### config.mk
export PLATFORM = sky130hd
export DESIGN_NAME = sdr_config_sequencer_flat
export DESIGN_NICKNAME = d
export VERILOG_FILES = /design/src/rtl/sdr_config_sequencer_if.sv /design/src/rtl/sdr_config_sequencer.sv /design/src/flat_wrapper.sv
export SDC_FILE = /design/constraint.sdc
export NUM_CORES = 1
export LEC_CHECK = 0
export CORE_AREA = 2 2 108 110
export CTS_CLUSTER_DIAMETER = 80
export DETAILED_ROUTE_END_ITERATION = 12
export DIE_AREA = 0 0 110 112
export PLACE_DENSITY = 0.85
export SKIP_LAST_GASP = 1
export SYNTH_ARGS = -nofsm -noshare
export SYNTH_HDL_FRONTEND = slang
export SYNTH_SLANG_ARGS = --single-unit
### constraint.sdc
create_clock -name clk_clk -period 3.35 [get_ports clk_clk]
set_input_delay 0.8375 -clock clk_clk [delete_from_list [all_inputs] [get_ports clk_clk]]
set_output_delay 0.8375 -clock clk_clk [all_outputs]
set_load 0.02 [all_outputs]
### src/rtl/sdr_config_sequencer_if.sv
// PIO-side and datapath-side signals of the SDR configuration sequencer.
// The host/bench drives the cfg_* words through master; the sequencer owns the rest through slave.
interface sdr_config_sequencer_if;
    logic [31:0] cfg_freq;
    logic [31:0] cfg_ctrl;
    logic [31:0] cfg_cmd;
    logic [31:0] nco_phase_inc;
    logic [7:0]  dec_rate;
    logic [3:0]  gain_shift;
    logic        dp_enable;
    logic        dp_flush;
    logic        busy;
    logic        err;
    logic [7:0]  done_tag;
    logic [7:0]  done_count;

    modport master (
        output cfg_freq, cfg_ctrl, cfg_cmd,
        input  nco_phase_inc, dec_rate, gain_shift, dp_enable, dp_flush,
               busy, err, done_tag, done_count
    );

    modport slave (
        input  cfg_freq, cfg_ctrl, cfg_cmd,
        output nco_phase_inc, dec_rate, gain_shift, dp_enable, dp_flush,
               busy, err, done_tag, done_count
    );
endinterface

### src/rtl/sdr_config_sequencer.sv
// Shadows the PIO config words and applies them to the DDC datapath via flush/load/settle.
// Optional macro SDR_CFG_FAST_FREQ_EN: frequency-only commits skip flush and settle.
module sdr_config_sequencer #(
    parameter int FLUSH_CYCLES  = 64,
    parameter int SETTLE_CYCLES = 256,
    parameter int CNT_W         = 16
) (
    input  logic                   clk_clk,
    input  logic                   reset_reset_n,
    sdr_config_sequencer_if.slave  bus
);

    typedef enum logic [2:0] {IDLE, LATCH, FLUSH, LOAD, SETTLE} state_t;

    state_t             state;
    logic               last_toggle;
    logic               pending;
    logic               fast;
    logic [CNT_W-1:0]   cnt;
    logic [31:0]        sh_freq;
    logic [7:0]         sh_dec;
    logic [3:0]         sh_gain;
    logic               sh_en;
    logic [7:0]         sh_tag;

    logic               commit;
    logic [7:0]         in_dec;
    logic [3:0]         in_gain;
    logic               in_en;
    logic               fast_ok;
    logic               unused_bits;

    assign commit      = bus.cfg_cmd[0] ^ last_toggle;
    assign in_dec      = bus.cfg_ctrl[7:0];
    assign in_gain     = bus.cfg_ctrl[11:8];
    assign in_en       = bus.cfg_ctrl[16];
    assign unused_bits = ^{bus.cfg_ctrl[31:17], bus.cfg_ctrl[15:12],
                           bus.cfg_cmd[31:16], bus.cfg_cmd[7:1]};

`ifdef SDR_CFG_FAST_FREQ_EN
    // Only the NCO word changes and the datapath is already running: no flush needed.
    assign fast_ok = bus.dp_enable && in_en &&
                     (in_dec == bus.dec_rate) && (in_gain == bus.gain_shift);
`else
    assign fast_ok = 1'b0;
`endif

    // NOTE: all state here is registered with non-blocking assignments so every
    // read in this block sees the pre-edge value, regardless of statement order.
    always_ff @(posedge clk_clk or negedge reset_reset_n) begin
        if (!reset_reset_n) begin
            state             <= IDLE;
            last_toggle       <= 1'b0;
            pending           <= 1'b0;
            fast              <= 1'b0;
            cnt               <= '0;
            sh_freq           <= '0;
            sh_dec            <= '0;
            sh_gain           <= '0;
            sh_en             <= 1'b0;
            sh_tag            <= '0;
            bus.nco_phase_inc <= '0;
            bus.dec_rate      <= '0;
            bus.gain_shift    <= '0;
            bus.dp_enable     <= 1'b0;
            bus.dp_flush      <= 1'b0;
            bus.busy          <= 1'b0;
            bus.err           <= 1'b0;
            bus.done_tag      <= '0;
            bus.done_count    <= '0;
        end else begin
            last_toggle <= bus.cfg_cmd[0];
            if (state != IDLE && commit) pending <= 1'b1;

            case (state)
                IDLE: begin
                    if (commit || pending) begin
                        state    <= LATCH;
                        pending  <= 1'b0;
                        bus.busy <= 1'b1;
                    end
                end

                LATCH: begin
                    sh_freq <= bus.cfg_freq;
                    sh_dec  <= in_dec;
                    sh_gain <= in_gain;
                    sh_en   <= in_en;
                    sh_tag  <= bus.cfg_cmd[15:8];
                    if (in_dec == 8'd0) begin
                        bus.err  <= 1'b1;
                        bus.busy <= 1'b0;
                        state    <= IDLE;
                    end else begin
                        bus.err <= 1'b0;
                        fast    <= fast_ok;
                        if (fast_ok) begin
                            state <= LOAD;
                        end else begin
                            bus.dp_enable <= 1'b0;
                            bus.dp_flush  <= 1'b1;
                            cnt           <= CNT_W'(FLUSH_CYCLES - 1);
                            state         <= FLUSH;
                        end
                    end
                end

                FLUSH: begin
                    if (cnt == '0) begin
                        bus.dp_flush <= 1'b0;
                        state        <= LOAD;
                    end else begin
                        cnt <= cnt - 1'b1;
                    end
                end

                LOAD: begin
                    bus.nco_phase_inc <= sh_freq;
                    bus.dec_rate      <= sh_dec;
                    bus.gain_shift    <= sh_gain;
                    if (fast) begin
                        bus.done_tag   <= sh_tag;
                        bus.done_count <= bus.done_count + 8'd1;
                        if (pending || commit) begin
                            state   <= LATCH;
                            pending <= 1'b0;
                        end else begin
                            state    <= IDLE;
                            bus.busy <= 1'b0;
                        end
                    end else begin
                        bus.dp_enable <= sh_en;
                        cnt           <= CNT_W'(SETTLE_CYCLES - 1);
                        state         <= SETTLE;
                    end
                end

                SETTLE: begin
                    if (cnt == '0) begin
                        bus.done_tag   <= sh_tag;
                        bus.done_count <= bus.done_count + 8'd1;
                        // A commit arriving on the exit cycle still triggers the re-run.
                        if (pending || commit) begin
                            state   <= LATCH;
                            pending <= 1'b0;
                        end else begin
                            state    <= IDLE;
                            bus.busy <= 1'b0;
                        end
                    end else begin
                        cnt <= cnt - 1'b1;
                    end
                end

                default: state <= IDLE;
            endcase
        end
    end

endmodule
### src/flat_wrapper.sv
// flat-port wrapper written by rule: the top's interface ports become plain ports
module sdr_config_sequencer_flat 
#(
    parameter int FLUSH_CYCLES  = 64,
    parameter int SETTLE_CYCLES = 256,
    parameter int CNT_W         = 16
)
  (clk_clk, reset_reset_n, bus_cfg_freq, bus_cfg_ctrl, bus_cfg_cmd, bus_nco_phase_inc, bus_dec_rate, bus_gain_shift, bus_dp_enable, bus_dp_flush, bus_busy, bus_err, bus_done_tag, bus_done_count);
  sdr_config_sequencer_if bus_i ();
  input  logic clk_clk;
  input  logic reset_reset_n;
  input wire logic [$bits(bus_i.cfg_freq)-1:0] bus_cfg_freq;
  input wire logic [$bits(bus_i.cfg_ctrl)-1:0] bus_cfg_ctrl;
  input wire logic [$bits(bus_i.cfg_cmd)-1:0] bus_cfg_cmd;
  output wire logic [$bits(bus_i.nco_phase_inc)-1:0] bus_nco_phase_inc;
  output wire logic [$bits(bus_i.dec_rate)-1:0] bus_dec_rate;
  output wire logic [$bits(bus_i.gain_shift)-1:0] bus_gain_shift;
  output wire logic [$bits(bus_i.dp_enable)-1:0] bus_dp_enable;
  output wire logic [$bits(bus_i.dp_flush)-1:0] bus_dp_flush;
  output wire logic [$bits(bus_i.busy)-1:0] bus_busy;
  output wire logic [$bits(bus_i.err)-1:0] bus_err;
  output wire logic [$bits(bus_i.done_tag)-1:0] bus_done_tag;
  output wire logic [$bits(bus_i.done_count)-1:0] bus_done_count;
  assign bus_i.cfg_freq = bus_cfg_freq;
  assign bus_i.cfg_ctrl = bus_cfg_ctrl;
  assign bus_i.cfg_cmd = bus_cfg_cmd;
  assign bus_nco_phase_inc = bus_i.nco_phase_inc;
  assign bus_dec_rate = bus_i.dec_rate;
  assign bus_gain_shift = bus_i.gain_shift;
  assign bus_dp_enable = bus_i.dp_enable;
  assign bus_dp_flush = bus_i.dp_flush;
  assign bus_busy = bus_i.busy;
  assign bus_err = bus_i.err;
  assign bus_done_tag = bus_i.done_tag;
  assign bus_done_count = bus_i.done_count;
  sdr_config_sequencer #(.FLUSH_CYCLES(FLUSH_CYCLES), .SETTLE_CYCLES(SETTLE_CYCLES), .CNT_W(CNT_W)) u_core (.clk_clk(clk_clk), .reset_reset_n(reset_reset_n), .bus(bus_i));
endmodule
Word level (Yosys, flattened, before mapping)
Cells that the tools add are included.
- flip-flop bits (word level): 138
- input port bits: 98
- output and inout port bits: 64
- $add $sub $neg: 2
- reductions and logical operators: 18
- mux-type cells: 28
- bitwise logic cells: 2
- eq/ne operators: 11
- operator list (cell ; number):
    $pmux 16 s3 ; 1
    $mux 16 ; 2
    $mux 8 ; 4
    $logic_not 16->1 ; 1
    $sub 16x1->16 const B ; 1
    $pmux 3 s5 ; 1
    $mux 1 ; 12
    $reduce_and 3->1 ; 4
    $mux 3 ; 3
    $add 8x1->8 const B ; 1
    $logic_not 8->1 ; 1
    $ne 2x1->1 const B ; 4
    $eq 3x2->1 const B ; 2
    $pmux 1 s2 ; 3
    $reduce_and 6->1 ; 1
    $reduce_bool 2->1 ; 3
    $reduce_bool 3->1 ; 2
    $ne 2x2->1 const B ; 2
    $reduce_bool 4->1 ; 1
    $eq 3x1->1 const B ; 1
    $eq 3x3->1 const B ; 1
    $logic_not 3->1 ; 1
    $ne 3x3->1 const B ; 1
    $pmux 1 s3 ; 1
    other kinds (7) ; 7

Logic depth before layout (Yosys ltp)
Gate-level depths: netlist of the first run.
- word-level depth: 6
- gate-level depth with buffers: 8

Least setup slack after synthesis of the first run
Ideal clock, no wire load.
- path kind: input port to flip-flop
- from: in bus_cfg_ctrl[5]
- to: reg u_core.cnt[0]
- data arrival time: 2.223 ns
- setup time: 0.079 ns
- buffers on the path: 1
- path slack: 1.048 ns
- cell stages on the path: 5
- path through: or4_1 o31a_1 buf_2 a21oi_4 mux2i_1
- cells in the longest elaborated chain, start to end: 3
- RTL lines (what ; line ; text):
    start: declaration ; flat_wrapper.sv:13 ; input wire logic [$bits(bus_i.cfg_ctrl)-1:0] bus_cfg_ctrl;
    $logic_not 8->1 ; sdr_config_sequencer.sv:90 ; if (in_dec == 8'd0) begin
    $ne 2x2->1 (no line) ; -- ;
    $reduce_and 3->1 (no line) ; -- ;
    end signal: assignment ; sdr_config_sequencer.sv:102 ; cnt <= CNT_W'(FLUSH_CYCLES - 1);
    end signal: assignment ; sdr_config_sequencer.sv:113 ; cnt <= cnt - 1'b1;
    end signal: assignment ; sdr_config_sequencer.sv:133 ; cnt <= CNT_W'(SETTLE_CYCLES - 1);
    end: declaration ; sdr_config_sequencer.sv:19 ; logic [CNT_W-1:0] cnt;
No other way between the ends.
A chain may end at the register's enable or synchronous reset.

Final worst setup path of the first run
- from: in bus_cfg_ctrl[5]
- to: reg u_core.cnt[6]
The elaborated chain is that of the path after synthesis.

==> run_results.csv, run 1 <==
group,metric,value,unit
setup_path,reg2regPathDepth,7,
yosys,synth-warning-count,0,
detailed_routing,drtIter0Drc,234,
final_layout,fin_util,67.4,%
timing,max_slew_margin,35.4,%
timing,setup_viol,0,
timing,tightest_slew,0.969,ns
global_routing,grt_pass1_wl,21100,microns
timing,finalCritPeriodShare,74.2,%
floorplanning,initial_core_util,50.1,%
cts,root_buffer,"clkbuf_16",
timing,final.setup.tns,0,ns
detailed_routing,vias_per_cell,5.23,
cts,cts-buffers-inserted,17,
power_and_ir_drop,ir_worst_vdd,0.561,mV
yosys,synthCells,488,
setup_path,crit_path_max_fanout,9,
placement,place_congestion,0.805,
global_routing,grt_pass1_vias,4339,
power_and_ir_drop,p_leak,3.39,nW
final_layout,fill_cells,813,
cts,clock-sinks,138,
floorplanning,die_area,12300,sq um
placement,place_ws,0.451,ns
run_status,status,"complete, no violations",
yosys,syn_avg_cell_area,11.5,sq um
yosys,synth_cell_types,43,
timing,timing.hold.ws,0.397,ns
setup_path,worst-setup-path-type,"in -> reg",
yosys,synth_ff_type,"dfrtp_1",
setup_path,timing.rr.start,"u_core.cnt[0]",
yosys,synth_nets,588,
yosys,synthesis.area,5600,sq um
final_layout,syn_to_final_growth,34.5,%
timing,fin_skew,0.00686,ns
detailed_routing,routedWlPerCell,16.5,microns
yosys,synth_edf_count,0,
detailed_routing,postRouteAntennaNets,0,
yosys,async_flop_share,100,%
final_layout,nNetsFinal,712,
floorplanning,core,11200,sq um
setup_path,worstSetupEndpointType,"flip-flop",
cts,clock_latency,0.42,ns
cts,cts_setup_buffers,0,
cts,cts_tree,"built",
cts,htreeDepth,4,
floorplanning,die_w,110,microns
detailed_routing,route.detailed.drc,0,
timing,min_period,2.49,ns
placement,portBuffers,119,
setup_path,reg2reg_slack,1.01,ns
setup_path,critPathLaunchType,"input port",
cts,ctsResizeCount,0,
cts,cts_buffer_depth,2,
cts,ctsHoldBuffers,0,
global_routing,grt_max_degree,63,
setup_path,cp_data_required_time,3.68,ns
final_layout,drive_above_1_share,17.5,%
floorplanning,io_pins,162,
timing,rsz0062_at_grt,"no",
timing,setup_ws,0.864,ns
worst_hold_path,hold_path_class,"in -> async",
detailed_routing,vias,4004,
timing,hold_violations,0,
floorplanning,die_y,112,microns
setup_path,cp.arrival,2.82,ns
timing,slew_violations,0,
detailed_routing,wirelength,12600,microns
floorplanning,row_count,39,
detailed_routing,dr.pass1.iters,4,
global_routing,antenna_found_initial,0,
power_and_ir_drop,power_density,897,nW/um^2
global_routing,grt_usage,22.6,%
timing,max_freq,402,MHz
placement,hpwl,8500,microns
yosys,ys_seq_area_share,61.7,%
final_layout,antenna_cells,0,
setup_path,r2r-end,"u_core.bus.done_tag[5]",
cts,path_clk_slew,0.06,ns
run,maxCapViolCount,0,
yosys,synth_seq_cells,138,
setup_path,crit_path_start,"bus_cfg_ctrl[5]",
global_routing,grt_overflow,0,
power_and_ir_drop,power,0.00675,W
[final cells by class]
cell class / instances / area (sq um) / area share (%)
clock buffer: 24 / 502 / 6.66
clock inverter: 6 / 86.3 / 1.15
inverter: 6 / 22.5 / 0.299
multi-input combinational: 323 / 2030 / 26.9
sequential: 138 / 3450 / 45.9
tap: 143 / 179 / 2.38
timing repair buffer: 126 / 1260 / 16.7
[power by group]
group          leakage [nW]  switching (W)  internal (W)
sequential             1.70       0.000388       0.00230
clock                 0.289       0.000668       0.00119
combinational          1.40        0.00113       0.00108
[logic make-up after synthesis]
family	count (synthesis)	synth area share [%]
mux	63	12.7
simple gates	215	17.4
buf+inv	27	2.08
flops	138	61.7
xor+xnor	18	2.82
fa+ha+maj	2	0.447
compound gates	25	2.91
[critical path, cell delays in order]
cell and delay, ns:
clkdlybuf4s50_1 0.41, or4_1 0.62, o31a_1 0.47, a21oi_4 0.27
o21ai_0 0.12, o21ai_0 0.09
[cell usage after synthesis (2+ instances only)]
library cell	count	area [sq um]
a211oi_1	2	15.0
a21oi_1	7	35.0
and2_1	2	12.5
and3_1	3	18.8
buf_2	8	40.0
clkbuf_1	10	37.5
dfrtp_1	138	3450
ha_1	2	25.0
inv_1	6	22.5
mux2_2	62	698
nand2_1	152	571
nand3_1	5	25.0
nand4_1	11	68.8
nand4b_1	2	17.5
nor2_1	16	60.1
nor3_1	7	35.0
nor4_1	2	12.5
nor4_4	2	42.5
o21ai_0	8	40.0
o31ai_1	2	15.0
or3_1	2	12.5
or4_1	2	15.0
xnor2_1	8	70.1
xor2_1	10	87.6
[sequential cells by signal (all words and copies together) (netlist names), 3 cells and up]
signal	count
u_core.sh_freq	32
u_core.sh_dec	8
u_core.sh_gain	4
u_core.cnt	16
u_core.bus.nco_phase_inc	32
u_core.bus.done_tag	8
u_core.sh_tag	8
u_core.state	3
u_core.bus.gain_shift	4
u_core.bus.dec_rate	8
u_core.bus.done_count	8
[routing by layer]
layer  global-route usage [%]  share of wire (%)  vias to the layer above
li1                         -                  -                     1874
met1                     25.7                 38                     1993
met2                     37.4                 53                      115
met3                     8.84                7.6                       22
met4                     9.45                2.0                        0
met5                        0                  0                        -
[worst max-delay path by stage]
stage / endpoint / cells after the start
6_report: u_core.cnt[6] / 6
5_1_grt: u_core.cnt[7] / 6
4_1_cts: u_core.cnt[6] / 6
3_5_place_dp: u_core.cnt[0] / 5
3_3_place_gp: u_core.cnt[6] / 6
2_1_floorplan: u_core.cnt[0] / 5
[layout by cell type (no fill, tap or decap), types with 3 or more instances in the layout]
cell and n:
nand2_1 152, dfrtp_1 138, clkdlybuf4s50_1 118, mux2_2 62
clkbuf_16 17, nor2_1 16, nand4_1 11, xor2_1 10
xnor2_1 8, o21ai_0 8, nor3_1 7, a21oi_1 7
inv_1 6, buf_4 6, nand3_1 5, clkbuf_8 5
and3_1 3
[per-stage QoR]
stage               cells  instance area [sq um]
global placement      736                   6940
finish                766                   7530
floorplan             488                   5600
CTS                   766                   7530
global route          766                   7530
detailed placement    736                   6940
No activity file was read; power rests on OpenSTA's default activity.
==> run 2, diff against run 1 <==
--- a/config.mk
+++ b/config.mk
@@ -5,11 +5,11 @@
 export SDC_FILE = /design/constraint.sdc
 export NUM_CORES = 1
 export LEC_CHECK = 0
-export CORE_AREA = 2 2 108 110
+export CORE_AREA = 2 2 113 115
 export CTS_CLUSTER_DIAMETER = 80
 export DETAILED_ROUTE_END_ITERATION = 12
-export DIE_AREA = 0 0 110 112
-export PLACE_DENSITY = 0.85
+export DIE_AREA = 0 0 115 117
+export PLACE_DENSITY = 0.79
 export SKIP_LAST_GASP = 1
 export SYNTH_ARGS = -nofsm -noshare
 export SYNTH_HDL_FRONTEND = slang
==> constraint.sdc (replaced) <==
create_clock -name clk_clk -period 2.32 [get_ports clk_clk]
set_input_delay 0.58 -clock clk_clk [delete_from_list [all_inputs] [get_ports clk_clk]]
set_output_delay 0.58 -clock clk_clk [all_outputs]
set_load 0.02 [all_outputs]
==> run_results.csv, run 2 (synthesized netlist as in run 1, its figures left out) <==
group,metric,value,unit
run_status,status,"complete, no violations",
global_routing,grt_max_degree,65,
detailed_routing,vias,3983,
final_layout,nNetsFinal,719,
final_layout,syn_to_final_growth,37.6,%
placement,place_congestion,0.808,
floorplanning,initial_core_util,45.4,%
final_layout,drive_above_1_share,19.0,%
cts,ctsHoldBuffers,0,
floorplanning,die_y,117,microns
cts,clock-sinks,138,
setup_path,critPathLaunchType,"flip-flop",
detailed_routing,route.detailed.drc,0,
cts,ctsResizeCount,0,
power_and_ir_drop,ir_worst_vdd,0.630,mV
floorplanning,core,12300,sq um
setup_path,crit_path_top_delay_cell,"dfrtp_1",
global_routing,grt_pass1_vias,4125,
detailed_routing,drtIter0Drc,202,
detailed_routing,dr.pass1.iters,4,
cts,cts_buffer_depth,2,
timing,fin_skew,0.00629,ns
setup_path,crit_path_max_fanout,16,
detailed_routing,routedWlPerCell,15.8,microns
cts,clock_latency,0.41,ns
setup_path,cp_cell_sequence,"inv_1 > ha_1 > nor4b_1 > nand4_1 > nor2_4 > buf_12 > mux2_2",
cts,cts-buffers-inserted,17,
cts,htreeDepth,4,
timing,max_freq,468,MHz
floorplanning,die_area,13500,sq um
final_layout,final_cell_mix,"nand2_1 (152), dfrtp_1 (138), clkdlybuf4s50_1 (118)",
global_routing,grt_pass1_wl,20100,microns
global_routing,antenna_found_initial,0,
final_layout,instances_no_fill,782,
floorplanning,io_pins,162,
final_layout,antenna_cells,0,
detailed_routing,postRouteAntennaNets,0,
timing,hold_violations,0,
global_routing,grt_overflow,0,
placement,portBuffers,119,
timing,rsz0062_at_grt,"no",
placement,placed_area,7050,sq um
power_and_ir_drop,power,0.0100,W
placement,placed_cells,750,
final_layout,top_regs,"u_core.bus.nco_phase_inc x32, u_core.sh_freq x32, u_core.cnt x16",
timing,max_slew_margin,59.7,%
setup_path,max_stage_delay,0.44,ns
setup_path,worst-setup-path-type,"reg -> reg",
setup_path,cp.arrival,2.43,ns
detailed_routing,vias_per_cell,5.09,
detailed_routing,wirelength,12300,microns
cts,cts_tree,"built",
global_routing,grt_usage,19.4,%
timing,slew_violations,0,
power_and_ir_drop,power_density,1300,nW/um^2
setup_path,worstSetupEndpointType,"flip-flop",
cts,cts_setup_buffers,0,
power_and_ir_drop,p_leak,3.47,nW
cts,path_clk_slew,0.06,ns
timing,finalCritPeriodShare,92.0,%
final_layout,stdcell_area,7700,sq um
worst_hold_path,hold_path_class,"in -> async",
timing,setup_viol,0,
timing,tightest_slew,0.605,ns
floorplanning,die_w,115,microns
timing,timing.hold.ws,0.131,ns
placement,hpwl,8110,microns
cts,root_buffer,"clkbuf_16",
run,maxCapViolCount,0,
setup_path,cp_data_required_time,2.62,ns
floorplanning,row_count,41,
timing,min_period,2.13,ns
final_layout,layout_commonest_cell,"nand2_1",
## run 2: metrics by stage
step                worst slack, ns  TNS, ns  util (%)
finish                        0.185        0      62.5
global route                 0.0111        0      62.5
CTS                           0.179        0      62.5
detailed placement           -0.196   -0.970      57.3
global placement             -0.121   -0.527      57.3
floorplan                     0.218        0         -
## run 2: cell type report
type | count | area [sq um]
Tap cell | 150 | 188
Multi-Input combinational cell | 323 | 2030
Clock inverter | 11 | 165
Fill cell | 943 | 4610
Sequential cell | 138 | 3450
Timing Repair Buffer | 133 | 1360
Clock buffer | 21 | 480
Inverter | 6 | 22.5
## run 2: worst paths after layout
check	start	end	slack, ns	cells past startpoint
max	u_core.cnt[0]	u_core.bus.done_tag[4]	0.19	7
min in group clk_clk	u_core.sh_freq[26]	u_core.bus.nco_phase_inc[26]	0.46	2
max in group asynchronous	reset_reset_n	u_core.sh_dec[6]	1.54	2
min reg2reg	u_core.sh_freq[26]	u_core.bus.nco_phase_inc[26]	0.46	2
max reg2reg	u_core.cnt[0]	u_core.bus.done_tag[4]	0.19	7
min	reset_reset_n	u_core.sh_freq[0]	0.13	1
## run 2: worst max-delay path: cells and delay by family, from the launching register on
kind / cells / cell delay [ns]
fa+ha+maj: 1 / 0.28
buf+inv: 2 / 0.28
flops: 1 / 0.44
mux: 1 / 0.34
simple gates: 3 / 0.68
## run 2: routing by layer
metal / vias to the layer above / global-route usage [%] / share of wire [%]
li1: 1885 / - / -
met1: 1991 / 23.7 / 42
met2: 97 / 32.0 / 50
met3: 10 / 7.72 / 7.1
met4: 0 / 5.94 / 0.87
met5: - / 0 / 0
## run 2: where the power goes
part	internal [W]	switching, W	total, W
logic	0.00161	0.00163	0.00324
clock network	0.00191	0.00102	0.00293
registers	0.00332	0.000551	0.00387
